[src/rtl/universal_shift_register.sv]
`default_nettype none
// ============================================================================
// Module      : universal_shift_register
// Description : N-bit universal shift register. Supports hold, logical,
//               arithmetic and rotate shifts in both directions, parallel
//               load and clear. An op runs either as a single step (en) or
//               as a counted burst (start/shamt) with a busy/done handshake.
// Ports       : clk    - rising-edge clock
//               rst    - asynchronous active-high reset
//               mode   - operation select (hold/SHR/SHL/ROR/ROL/SAR/LOAD/CLR)
//               en     - single-step enable, honoured in IDLE only
//               start  - burst request, honoured in IDLE only (beats en)
//               shamt  - number of steps in a burst
//               d      - parallel load data
//               si_r   - serial input entering at MSB on right shifts
//               si_l   - serial input entering at LSB on left shifts
//               q      - register contents
//               so_r   - q[0]   (right-shift serial out)
//               so_l   - q[N-1] (left-shift serial out)
//               busy   - high while a burst is shifting
//               done   - one-cycle pulse at burst completion
// Revision    : 1.0 - initial release
// ============================================================================
module universal_shift_register #(
  parameter int N  = 8,
  parameter int CW = 4
) (
  input  logic          clk,
  input  logic          rst,
  input  logic [2:0]    mode,
  input  logic          en,
  input  logic          start,
  input  logic [CW-1:0] shamt,
  input  logic [N-1:0]  d,
  input  logic          si_r,
  input  logic          si_l,
  output logic [N-1:0]  q,
  output logic          so_r,
  output logic          so_l,
  output logic          busy,
  output logic          done
);

  localparam logic [2:0] MODE_HOLD = 3'b000;
  localparam logic [2:0] MODE_SHR  = 3'b001;
  localparam logic [2:0] MODE_SHL  = 3'b010;
  localparam logic [2:0] MODE_ROR  = 3'b011;
  localparam logic [2:0] MODE_ROL  = 3'b100;
  localparam logic [2:0] MODE_SAR  = 3'b101;
  localparam logic [2:0] MODE_LOAD = 3'b110;
  localparam logic [2:0] MODE_CLR  = 3'b111;

  typedef enum logic [1:0] {
    IDLE  = 2'd0,
    SHIFT = 2'd1,
    DONE  = 2'd2
  } state_t;

  state_t        state, state_nx;
  logic [N-1:0]  q_nx;
  logic [CW-1:0] count, count_nx;
  logic [2:0]    mode_l, mode_l_nx;

  // One step of the selected operation applied to the current contents.
  function automatic logic [N-1:0] step_op(
    input logic [2:0]   op,
    input logic [N-1:0] cur,
    input logic [N-1:0] load,
    input logic         sr,
    input logic         sl
  );
    logic [N-1:0] res;
    res = cur;
    case (op)
      MODE_HOLD: res = cur;
      MODE_SHR:  res = {sr, cur[N-1:1]};
      MODE_SHL:  res = {cur[N-2:0], sl};
      MODE_ROR:  res = {cur[0], cur[N-1:1]};
      MODE_ROL:  res = {cur[N-2:0], cur[N-1]};
      MODE_SAR:  res = {cur[N-1], cur[N-1:1]};
      MODE_LOAD: res = load;
      MODE_CLR:  res = '0;
      default:   res = cur;
    endcase
    return res;
  endfunction

  always_comb begin
    state_nx  = state;
    q_nx      = q;
    count_nx  = count;
    mode_l_nx = mode_l;
    case (state)
      IDLE: begin
        if (start) begin
          mode_l_nx = mode;
          // Non-shifting ops complete at the start edge itself; a zero-length
          // shift burst leaves q alone but still reports completion.
          if (mode == MODE_HOLD || mode == MODE_LOAD || mode == MODE_CLR) begin
            q_nx     = step_op(mode, q, d, si_r, si_l);
            state_nx = DONE;
          end else if (shamt == '0) begin
            state_nx = DONE;
          end else begin
            count_nx = shamt;
            state_nx = SHIFT;
          end
        end else if (en) begin
          q_nx = step_op(mode, q, d, si_r, si_l);
        end
      end
      SHIFT: begin
        q_nx     = step_op(mode_l, q, d, si_r, si_l);
        count_nx = count - CW'(1);
        if (count == CW'(1)) begin
          state_nx = DONE;
        end
      end
      DONE: begin
        state_nx = IDLE;
      end
      default: begin
        state_nx = IDLE;
      end
    endcase
  end

  always_ff @(posedge clk or posedge rst) begin
    if (rst) begin
      state  <= IDLE;
      q      <= '0;
      count  <= '0;
      mode_l <= MODE_HOLD;
    end else begin
      state  <= state_nx;
      q      <= q_nx;
      count  <= count_nx;
      mode_l <= mode_l_nx;
    end
  end

  assign so_r = q[0];
  assign so_l = q[N-1];
  assign busy = (state == SHIFT);
  assign done = (state == DONE);

endmodule
`default_nettype wire

[config.mk]
export PLATFORM = sky130hd
export DESIGN_NAME = universal_shift_register
export DESIGN_NICKNAME = d
export VERILOG_FILES = /design/src/rtl/universal_shift_register.sv
export SDC_FILE = /design/constraint.sdc
export NUM_CORES = 1
export LEC_CHECK = 0
export ABC_AREA = 0
export BUFFER_PORTS_ARGS = -buffer_cell sky130_fd_sc_hd__buf_2
export CAP_MARGIN = 30
export CORE_ASPECT_RATIO = 1.25
export CORE_MARGIN = 5
export CORE_UTILIZATION = 35
export CTS_BUF_LIST = sky130_fd_sc_hd__clkbuf_16
export DETAILED_ROUTE_END_ITERATION = 10
export GPL_TIMING_DRIVEN = 0
export PLACE_DENSITY = 0.67
export SLEW_MARGIN = 20
export SYNTH_ARGS = -nofsm -noshare
export SYNTH_HDL_FRONTEND = slang
export SYNTH_SLANG_ARGS = --single-unit
export TNS_END_PERCENT = 1
[constraint.sdc]
create_clock -name clk -period 5.25 [get_ports clk]
set_input_delay 1.05 -clock clk [delete_from_list [all_inputs] [get_ports clk]]
set_output_delay 1.05 -clock clk [all_outputs]
set_load 0.005 [all_outputs]
==> impl_metrics.tcl <==
set metrics [dict create \
    r2r_cells 5 \
    holdBufCountCts 0 \
    cts-buffers-inserted 3 \
    slew_headroom_pct 49.0 \
    ir_drop_mv 0.224 \
    grt_overflow 0 \
    synth_cells 182 \
    postRouteAntennaNets 0 \
    synthMuxAreaShare_pct 4.34 \
    synth_top_family_by_area "compound AO/OA/AOI/OAI gates" \
    yosys-top-cells-count "17 x dfrtp_1, 17 x nor2_1, 15 x a21oi_1, 15 x o21ai_0, 10 x nor3_1" \
    cts_resized 0 \
    dpl.cell_count 269 \
    yosysTopAreaCell "dfrtp_1" \
    grt_max_degree 18 \
    start_kind "flip-flop" \
    layout.nets 241 \
    status "finished, final reports clean" \
    post_drt_wl_per_cell_um 16.0 \
    synth_xor_area_share_pct 1.17 \
    grt_pass1_vias 1433 \
    cp.arrival_ns 1.74 \
    yosys_most_used_dff "dfrtp_1" \
    portBuffers 31 \
    die_h_um 83.2 \
    hold_ws_ns 0.522 \
    synth_cell_types 54 \
    crit_fanout 10 \
    p_total_mw 1.08 \
    synthTopCellsByArea "dfrtp_1 28%, a21oi_1 5.0%, o21ai_0 5.0%, a31o_2 4.7%, nor2_1 4.3%" \
    yosys.area.top_type_share_pct 28.4 \
    finalCritPeriodShare_pct 53.1 \
    synth_compound_area_share_pct 36.1 \
    max_freq_mhz 359 \
    post-cts-setup-buffers 0 \
    reg2reg_from "state[1]" \
    tightest_slew_ns 0.763 \
    clock_skew_ns 0.00480 \
    max-clock-path-buffers 2 \
    grt_setup_unrepaired "no" \
    worstSetupPathType "flip-flop to output pin" \
    ys_warn_count 0 \
    final.setup.tns_ns 0 \
    synth_seq_area_share_pct 28.4 \
    synthSimpleGateAreaFrac_pct 20.6 \
    ys_ff_latch 17 \
    drv_slew 0 \
    post-route-min-period_ns 2.79 \
    endpoint "busy" \
    viasPerCell 5.72 \
    antenna_found_initial 0 \
    cts-root-buf "clkbuf_16" \
    dr.pass1.iters 4 \
    initial_core_util_pct 36.3 \
    timing.rr.end "q[0]" \
    core_mm2 0.00413 \
    pin_count 33 \
    dieArea_mm2 0.00570 \
    drc_errors 0 \
    syn-num-nets 205 \
    drv_cap 0 \
    clk-insertion-delay-late_ns 0.25 \
    grt_pass1_wl_mm 7.13 \
    crit_path_end_kind "output pin" \
    syn_area_mm2 0.00150 \
    std_cell_rows 26 \
    leakage_nw 0.758 \
    routed_wl_mm 4.37 \
    fin_util_pct 43.7 \
    insertedDiodeCount 0 \
    async_reset_ff_share_pct 100 \
    critPathLaunch "state[1]" \
    cts.clk_slew.worst_paths_ns 0.06 \
    die_x_um 68.5 \
    clock-sinks 17 \
    avgSynthCellArea_um2 8.24 \
    hold_path.class "flip-flop to flip-flop" \
    final_layout_size_suffix_gt1_share_pct 28.1 \
    synth_edf_count 0 \
    drt_iter0_markers 110 \
    cp.required_ns 4.20 \
    power_density_mw_per_mm2 601 \
    syn2layout_area_growth_pct 20.4 \
    cts.htree.levels 1 \
    rrSetupSlack_ns 3.04 \
    synthAdderAreaFrac_pct 1.67 \
    finalHoldViolCount 0 \
    hpwlAfterDp_mm 3.18 \
    cts_tree "done" \
    stdcell_count 273 \
    vias 1562 \
    gp_congestion 0.839 \
    grtUsageTotal_pct 15.8 \
    setup_viol 0 \
]
-- sequential cells by signal, summed over array words and instances, names as in the netlist --
register	cells
count	4
mode_l	3
q	8
state	2
-- cell usage in the layout (no fill, tap or decap), types with 2 or more instances in the layout --
cell type / n
ha_1: 2
o21a_1: 2
buf_6: 2
inv_1: 8
buf_4: 2
a31oi_1: 2
a21oi_1: 15
dfrtp_1: 17
mux2i_1: 2
nor2b_1: 9
buf_2: 34
o21ba_2: 2
o21ai_0: 15
nand2b_1: 3
clkbuf_16: 3
a31o_2: 8
nand3_1: 3
mux2_2: 4
nand2_1: 4
o31a_1: 2
o211ai_1: 2
clkbuf_1: 9
o21bai_1: 3
a21boi_0: 2
nor3_1: 10
nor2_1: 17
xnor2_1: 2
a221o_1: 4
a2111oi_0: 2
-- worst max-delay path: stages (launching register included) --
cell and delay [ns]:
dfrtp_1 0.47, nand2b_1 0.30, inv_1 0.26, buf_2 0.29
buf_2 0.16
-- worst min-delay path by stage --
stage,start,slack (ns),cells after the start,end
4_1_cts,count[3],0.52,1,count[3]
5_1_grt,count[3],0.54,1,count[3]
3_5_place_dp,count[3],0.51,1,count[3]
2_1_floorplan,count[3],0.49,1,count[3]
6_report,count[3],0.52,1,count[3]
3_3_place_gp,count[3],0.51,1,count[3]
-- layer usage --
metal / GRT usage [%] / part of all wire (%) / vias to the layer above
met3: 2.03 / 7.0 / 10
met4: 6.51 / 2.2 / 0
li1: - / - / 754
met1: 21.4 / 42 / 739
met2: 24.5 / 49 / 59
met5: 0 / 0 / -
-- per-stage QoR --
stage / instance area (um^2) / worst slack [ns]
floorplan: 1500 / 2.73
global placement: 1720 / 2.32
detailed placement: 1720 / 2.30
CTS: 1800 / 2.49
global route: 1800 / 2.38
finish: 1800 / 2.46
-- layout make-up --
| class | instances | area, um^2 |
|---|---|---|
| well taps | 56 | 70.1 |
| multi-input cells | 141 | 957 |
| flip-flops and latches | 17 | 425 |
| plain buffers | 16 | 86.3 |
| clock inverters | 1 | 5.00 |
| fillers | 415 | 2330 |
| repair buffers | 31 | 155 |
| inverters | 8 | 30.0 |
| clock buffers | 3 | 75.1 |
-- kinds of logic (layout without fill, tap and decap cells) --
logic type,Yosys count,in the layout
multiplexers,6,6
XOR/XNOR,2,2
flip-flops,17,17
AND/OR/NAND/NOR,58,58
adder cells (fa/ha/maj),2,2
AO/OA/AOI/OAI,73,73
buffers and inverters,24,59
-- power by group --
group | internal [mW] | switching (mW) | leakage [nW]
clock network | 0.102 | 0.0548 | 0.0409
logic | 0.307 | 0.340 | 0.517
registers | 0.198 | 0.0834 | 0.201
Power figures use the tool's default switching activity.
